`config.mk`:
```
export PLATFORM = sky130hd
export DESIGN_NAME = register_file
export DESIGN_NICKNAME = d
export VERILOG_FILES = /design/src/rtl/register_file_pkg.sv /design/src/rtl/register_cell.sv /design/src/rtl/register_file.sv
export SDC_FILE = /design/constraint.sdc
export NUM_CORES = 1
export LEC_CHECK = 0
export ABC_CLOCK_PERIOD_IN_PS = 3200
export BUFFER_PORTS_ARGS = -buffer_cell sky130_fd_sc_hd__buf_2
export CELL_PAD_IN_SITES_DETAIL_PLACEMENT = 0
export CELL_PAD_IN_SITES_GLOBAL_PLACEMENT = 1
export CORE_MARGIN = 2
export CORE_UTILIZATION = 50
export CTS_CLUSTER_SIZE = 12
export DETAILED_ROUTE_END_ITERATION = 10
export PLACE_DENSITY_LB_ADDON = 0.1
export SLEW_MARGIN = 0
export SYNTH_ARGS = -nofsm -noshare
export SYNTH_HDL_FRONTEND = slang
export SYNTH_SLANG_ARGS = --single-unit
```
`constraint.sdc`:
```
create_clock -name clk -period 3.2 [get_ports clk]
set_input_delay 0.32 -clock clk [delete_from_list [all_inputs] [get_ports clk]]
set_output_delay 0.32 -clock clk [all_outputs]
set_load 0.005 [all_outputs]
```
`src/rtl/register_file_pkg.sv`:
```
// Shared defaults and helpers for the general-purpose register bank.
package register_file_pkg;

    localparam int unsigned DEFAULT_WIDTH    = 16;
    localparam int unsigned DEFAULT_DEPTH    = 8;
    localparam bit          DEFAULT_ZERO_REG = 1'b1;
    localparam bit          DEFAULT_BYPASS   = 1'b1;

    // DEPTH need not be a power of two, so the top address codes may be unmapped.
    function automatic logic addr_in_range(input int unsigned addr, input int unsigned depth);
        return addr < depth;
    endfunction

endpackage

```
`src/rtl/register_cell.sv`:
```
// One storage word plus its "written since reset" flag.
module register_cell
    import register_file_pkg::*;
#(
    parameter int unsigned WIDTH = DEFAULT_WIDTH
) (
    input  logic             clk,
    input  logic             reset,
    input  logic             enable,
    input  logic [WIDTH-1:0] d,
    output logic [WIDTH-1:0] q,
    output logic             written
);

    always_ff @(posedge clk) begin
        if (reset) begin
            q       <= '0;
            written <= 1'b0;
        end else if (enable) begin
            q       <= d;
            written <= 1'b1;
        end
    end

endmodule

```
`src/rtl/register_file.sv`:
```
// DEPTH x WIDTH register bank: one synchronous write port, two combinational
// read ports, optional hard-wired zero word and write-to-read bypass.
module register_file
    import register_file_pkg::*;
#(
    parameter int unsigned WIDTH    = DEFAULT_WIDTH,
    parameter int unsigned DEPTH    = DEFAULT_DEPTH,
    parameter bit          ZERO_REG = DEFAULT_ZERO_REG,
    parameter bit          BYPASS   = DEFAULT_BYPASS,
    localparam int unsigned ADDR_W  = $clog2(DEPTH)
) (
    input  logic              clk,
    input  logic              reset,
    input  logic              we,
    input  logic [ADDR_W-1:0] waddr,
    input  logic [WIDTH-1:0]  wdata,
    input  logic [ADDR_W-1:0] raddr_a,
    output logic [WIDTH-1:0]  rdata_a,
    output logic              rvalid_a,
    input  logic [ADDR_W-1:0] raddr_b,
    output logic [WIDTH-1:0]  rdata_b,
    output logic              rvalid_b
);

    logic [WIDTH-1:0]  words [DEPTH];
    logic [DEPTH-1:0]  flags;
    logic              write_ok;
    logic [ADDR_W-1:0] raddr [2];

    // reset is folded in so the bypass path also sees a dropped write.
    assign write_ok = we && !reset
                      && addr_in_range(32'(waddr), DEPTH)
                      && !(ZERO_REG && (waddr == '0));

    for (genvar i = 0; i < DEPTH; i++) begin : g_cell
        register_cell #(
            .WIDTH (WIDTH)
        ) u_cell (
            .clk     (clk),
            .reset   (reset),
            .enable  (write_ok && (waddr == ADDR_W'(i))),
            .d       (wdata),
            .q       (words[i]),
            .written (flags[i])
        );
    end

    assign raddr[0] = raddr_a;
    assign raddr[1] = raddr_b;

    for (genvar p = 0; p < 2; p++) begin : g_read
        logic [WIDTH-1:0] data;
        logic             valid;

        // Priority: zero word, then in-flight write, then stored word.
        always_comb begin
            data  = '0;
            valid = 1'b0;
            if (ZERO_REG && (raddr[p] == '0)) begin
                valid = 1'b1;
            end else if (BYPASS && write_ok && (raddr[p] == waddr)) begin
                data  = wdata;
                valid = 1'b1;
            end else if (addr_in_range(32'(raddr[p]), DEPTH)) begin
                data  = words[raddr[p]];
                valid = flags[raddr[p]];
            end
        end
    end

    assign rdata_a  = g_read[0].data;
    assign rvalid_a = g_read[0].valid;
    assign rdata_b  = g_read[1].data;
    assign rvalid_b = g_read[1].valid;

endmodule
```
==> results of run 1 <==
[metrics by stage]
step | cells | util | hold slack (ns) | power [mW]
2_1_floorplan | 775 | - | 0.442 | 2.05
3_3_place_gp | 957 | 0.530 | 0.451 | 2.15
3_5_place_dp | 957 | 0.530 | 0.459 | 2.15
4_1_cts | 989 | 0.570 | 0.205 | 4.11
5_1_grt | 989 | 0.570 | 0.223 | 4.23
6_report | 989 | 0.570 | 0.218 | 4.09
[critical path, cell delays in order]
cell     delay (ns)
buf_2          0.43
buf_4          0.39
mux4_2         0.35
mux2i_1        0.14
o21ai_0        0.17
o211a_1        0.17
buf_2          0.13
[metal layers]
| metal | up-vias | wire, um | track usage | share of wire |
|---|---|---|---|---|
| met4 | 0 | 824 | 0.135 | 0.036 |
| met1 | 3000 | 9130 | 0.365 | 0.40 |
| met3 | 58 | 1840 | 0.0755 | 0.082 |
| met5 | - | 0 | 0 | 0 |
| li1 | 2789 | - | - | - |
| met2 | 270 | 10800 | 0.475 | 0.48 |
[worst max-delay path by stage]
| stage | cells past startpoint | to |
|---|---|---|
| final | 7 | rdata_b[7] |
| after global routing | 7 | rdata_b[7] |
| after CTS | 7 | rdata_b[7] |
| after detailed placement | 6 | rvalid_b |
| after global placement | 6 | rvalid_b |
| after floorplan | 5 | rvalid_a |
[sequential cells by signal, indices dropped and copies added, names as in the netlist]
| name | count |
|---|---|
| g_cell.u_cell.q | 128 |
| g_cell.u_cell.written | 8 |
[logic make-up after synthesis]
| logic type | count (synthesis) | synth area share |
|---|---|---|
| multiplexers | 118 | 0.270 |
| buffers and inverters | 90 | 0.0761 |
| AO/OA/AOI/OAI | 162 | 0.131 |
| flip-flops | 136 | 0.362 |
| AND/OR/NAND/NOR | 263 | 0.148 |
| XOR/XNOR | 6 | 0.0130 |
[synthesized netlist by cell type (2+ instances only)]
library cell,number,area share
xnor2_1,3,0.0035
and3_1,2,0.0017
o21ai_0,10,0.0066
nor2_1,30,0.015
o211a_1,16,0.021
clkbuf_1,28,0.014
a21oi_1,96,0.064
o311a_1,16,0.021
xnor2_4,2,0.0073
nand3_1,2,0.0013
or3_1,3,0.0025
and2_1,4,0.0033
o21ai_1,22,0.015
buf_8,3,0.0060
buf_4,8,0.0080
dfxtp_1,136,0.36
mux4_2,67,0.20
nor2b_1,19,0.016
buf_2,33,0.022
buf_6,15,0.022
nand2_1,196,0.098
mux2i_1,50,0.066
[layout make-up]
type                       instances  area [sq um]
timing repair buffer              87           553
clock inverter                    13           155
tap                              184           230
fill                            1315          6300
multi-input combinational        549          4250
clock buffer                      19           433
inverter                           1          3.75
sequential                       136          2720
[power by group through the flow]
stage	clock (mW)	combinational [mW]	sequential, mW
2_1_floorplan	0	0.288	1.76
3_3_place_gp	0	0.385	1.76
3_5_place_dp	0	0.389	1.76
4_1_cts	1.99	0.390	1.73
5_1_grt	2.08	0.418	1.73
6_report	1.97	0.392	1.73
==> metrics.cfg, run 1 <==
[routing]
drt_wl_total_um = 22600
vias = 6117
wl_per_cell_um = 22.9
via_per_inst = 6.19
drc_errors = 0
firstDrtPassIters = 6
ant_nets = 0
dr.first_iter.drc_count = 578

[timing]
max_slew_margin = 0.290
rsz0062_at_grt = no
setup-tns-final_ns = 0
worst_pin_slew_ns = 1.06
fin_crit_ns = 2.44
skew_ns = 0
setup_viol = 0
layout_setup_ws_ns = 0.761
period_share = 0.762
hold_viol = 0
max_freq_mhz = 410
slew_viol_final = 0

[place]
pre_cts_ws_ns = 0.789
place_hpwl_um = 14100
place_area_sq_um = 7750
portBuffers = 61
gp_congestion = 0.803

[cts]
clock_sinks = 136
cts_repair_resize_count = 0
numCtsBuffers = 17
clk_pin_slew_ns = 0.06
ctsHoldBuffers = 0
htreeDepth = 4
cts_setup_buffers = 0
clock_latency_ns = 0.42
cts_tree = done
clk_path_buf_depth = 2
cts_root_buf = clkbuf_16

[synthesis]
yosysSeqAreaShare = 0.362
syn_nets = 803
synth_area_per_cell_sq_um = 9.72
synth_seq_cells = 136
netlist_instances = 775
yosysUniqueCellTypes = 36
ys.flop_type = dfxtp_1
synth_edf_count = 0
async_reset_ff_frac = 0
ys_warn_count = 0
synth_area_sq_um = 7530

[setup_path]
crit_start = raddr_b[1]
crit_path_end_kind = primary output
crit_type = primary input to primary output
r2r_start = g_cell[1].u_cell.q[4]
start_kind = primary input
reg2reg_to = g_cell[1].u_cell.q[4]
crit_required_ns = 2.88
path_max_fanout = 17
r2r_cells = 2
crit_arrival_ns = 2.12
r2r_setup_slack_ns = 2.51

[worst_hold_path]
min_path_cells = 3
hold_path_end = g_cell[2].u_cell.q[4]
hold_path_class = primary input to flip-flop
worstHoldStart = wdata[4]

[floorplanning]
die_y_um = 127
core_area_sq_um = 14600
die_x_um = 127
ios = 62
start_util = 0.514
dieArea_sq_um = 16100
rows = 44

[job]
maxCapViolations = 0

[pwr]
powerDensity_nw_per_um2 = 490
pwr-share-clk = 0.481
p_int_mw = 3.08
power_frac_comb = 0.096
leakagePower_nw = 3.12
power_frac_seq = 0.423
ir_drop_v = 0.000400
switching_share = 0.247
switching_power_mw = 1.01

[final_layout]
areaGrowthSynthToFinish_pct = 10.8
finalInstanceArea_sq_um = 8340
layout_common_cells = 196 x nand2_1, 136 x dfxtp_1, 96 x a21oi_1
final_common_cell = nand2_1
final_layout_size_suffix_gt1_frac = 0.241
final_nets = 820
diodes = 0

[global_routing]
grt_pass1_vias = 6247
grt_overflow = 0
grt_pass1_wl_um = 35300
grt_usage = 0.291
antenna_found_initial = 0
grt_max_degree = 75

[status]
status = finished clean

Power figures use the tool's default switching activity.
==> run 2: changes to the inputs <==
Settings changed: ABC_CLOCK_PERIOD_IN_PS 3200 to 2200, CORE_UTILIZATION 50 to 43.
Clock period 3.2 ns to 2.2 ns, I/O delays scaled along.
==> metrics.cfg, run 2 (synthesis results as in run 1) <==
[routing]
drc_errors = 0
firstDrtPassIters = 6
wl_per_cell_um = 22.3
dr.first_iter.drc_count = 374
drt_wl_total_um = 23300
via_per_inst = 5.86
ant_nets = 0
vias = 6110

[floorplanning]
ios = 62
dieArea_sq_um = 18600
start_util = 0.437
core_area_sq_um = 17200
rows = 48
die_y_um = 136
die_x_um = 136

[pwr]
powerDensity_nw_per_um2 = 727
leakagePower_nw = 3.24
ir_drop_v = 0.000596

[setup_path]
start_kind = primary input
crit_type = primary input to primary output
crit_path_end_kind = primary output
crit_required_ns = 1.98
crit_arrival_ns = 1.78
path_max_fanout = 33

[cts]
clk_pin_slew_ns = 0.06
cts_repair_resize_count = 0
cts_root_buf = clkbuf_16
clk_path_buf_depth = 2
ctsHoldBuffers = 0
cts_tree = done
cts_setup_buffers = 0
numCtsBuffers = 17
clock_sinks = 136
htreeDepth = 4
clock_latency_ns = 0.42

[final_layout]
final_layout_size_suffix_gt1_frac = 0.253
areaGrowthSynthToFinish_pct = 14.4
fillers = 1609
post-route-util = 0.500
reg_top3 = g_cell.u_cell.q (128), g_cell.u_cell.written (8)
regMostFlops = g_cell.u_cell.q
diodes = 0
final_nets = 832
layout_common_cells = 196 x nand2_1, 136 x dfxtp_1, 96 x a21oi_1
largest_reg_flops = 128
final_common_cell = nand2_1

[timing]
fin_crit_ns = 2.00
worst_pin_slew_ns = 0.706
setup_viol = 0
period_share = 0.908
setup-tns-final_ns = 0
rsz0062_at_grt = no
skew_ns = 0
max_slew_margin = 0.529
max_freq_mhz = 500
hold_viol = 0
slew_viol_final = 0

[global_routing]
grt_pass1_vias = 6031
grt_pass1_wl_um = 36100
grt_max_degree = 63
antenna_found_initial = 0
grt_usage = 0.265
grt_overflow = 0

[place]
place_hpwl_um = 14300
gp_congestion = 0.794
portBuffers = 61

[worst_hold_path]
hold_path_class = primary input to flip-flop

[status]
status = finished clean

[job]
maxCapViolations = 0

-- run 2: worst max-delay path, stage by stage --
cell	delay (ns)
buf_2	0.18
buf_4	0.28
xnor2_1	0.16
nand3_2	0.09
buf_4	0.27
o21ai_1	0.20
o311a_1	0.23
buf_2	0.13
-- run 2: cell type report --
class                      count  area [sq um]  share of cell area
clock buffer                  19           443              0.0514
clock inverter                13           201              0.0234
inverter                       1          3.75            0.000436
multi-input combinational    549          4250               0.493
sequential                   136          2720               0.316
tap                          225           282              0.0327
timing repair buffer          99           718              0.0834
-- run 2: power breakdown --
group / leakage, nW / switching (mW) / total, mW / internal, mW
sequential: 1.10 / 0.0217 / 2.51 / 2.49
clock: 0.320 / 1.11 / 3.14 / 2.04
combinational: 1.82 / 0.370 / 0.603 / 0.233
-- run 2: per-stage QoR --
step | worst slack [ns] | power (mW) | area [sq um] | cells | hold slack (ns)
after CTS | 0.201 | 6.31 | 8620 | 1042 | 0.0997
after global routing | 0.0925 | 6.46 | 8620 | 1042 | 0.120
after detailed placement | 0.224 | 3.17 | 7970 | 1010 | 0.462
after global placement | 0.223 | 3.16 | 7970 | 1010 | 0.451
final | 0.202 | 6.26 | 8620 | 1042 | 0.117
after floorplan | 0.592 | 2.98 | 7530 | 775 | 0.442
-- run 2: worst paths after layout --
path	startpoint	end	slack [ns]	cells after the start
worst max-delay path	raddr_a[2]	rdata_a[14]	0.20	8
worst min-delay path	wdata[0]	g_cell[4].u_cell.q[0]	0.12	3
worst max register to register	g_cell[7].u_cell.q[10]	g_cell[7].u_cell.q[10]	1.54	2
worst min register to register	g_cell[4].u_cell.q[2]	g_cell[4].u_cell.q[2]	0.47	2
-- run 2: routing by layer --
metal,vias to the layer above,GRT usage,part of all wire
li1,2817,-,-
met1,3058,0.342,0.42
met2,202,0.449,0.50
met3,33,0.0470,0.056
met4,0,0.0891,0.020
met5,-,0,0
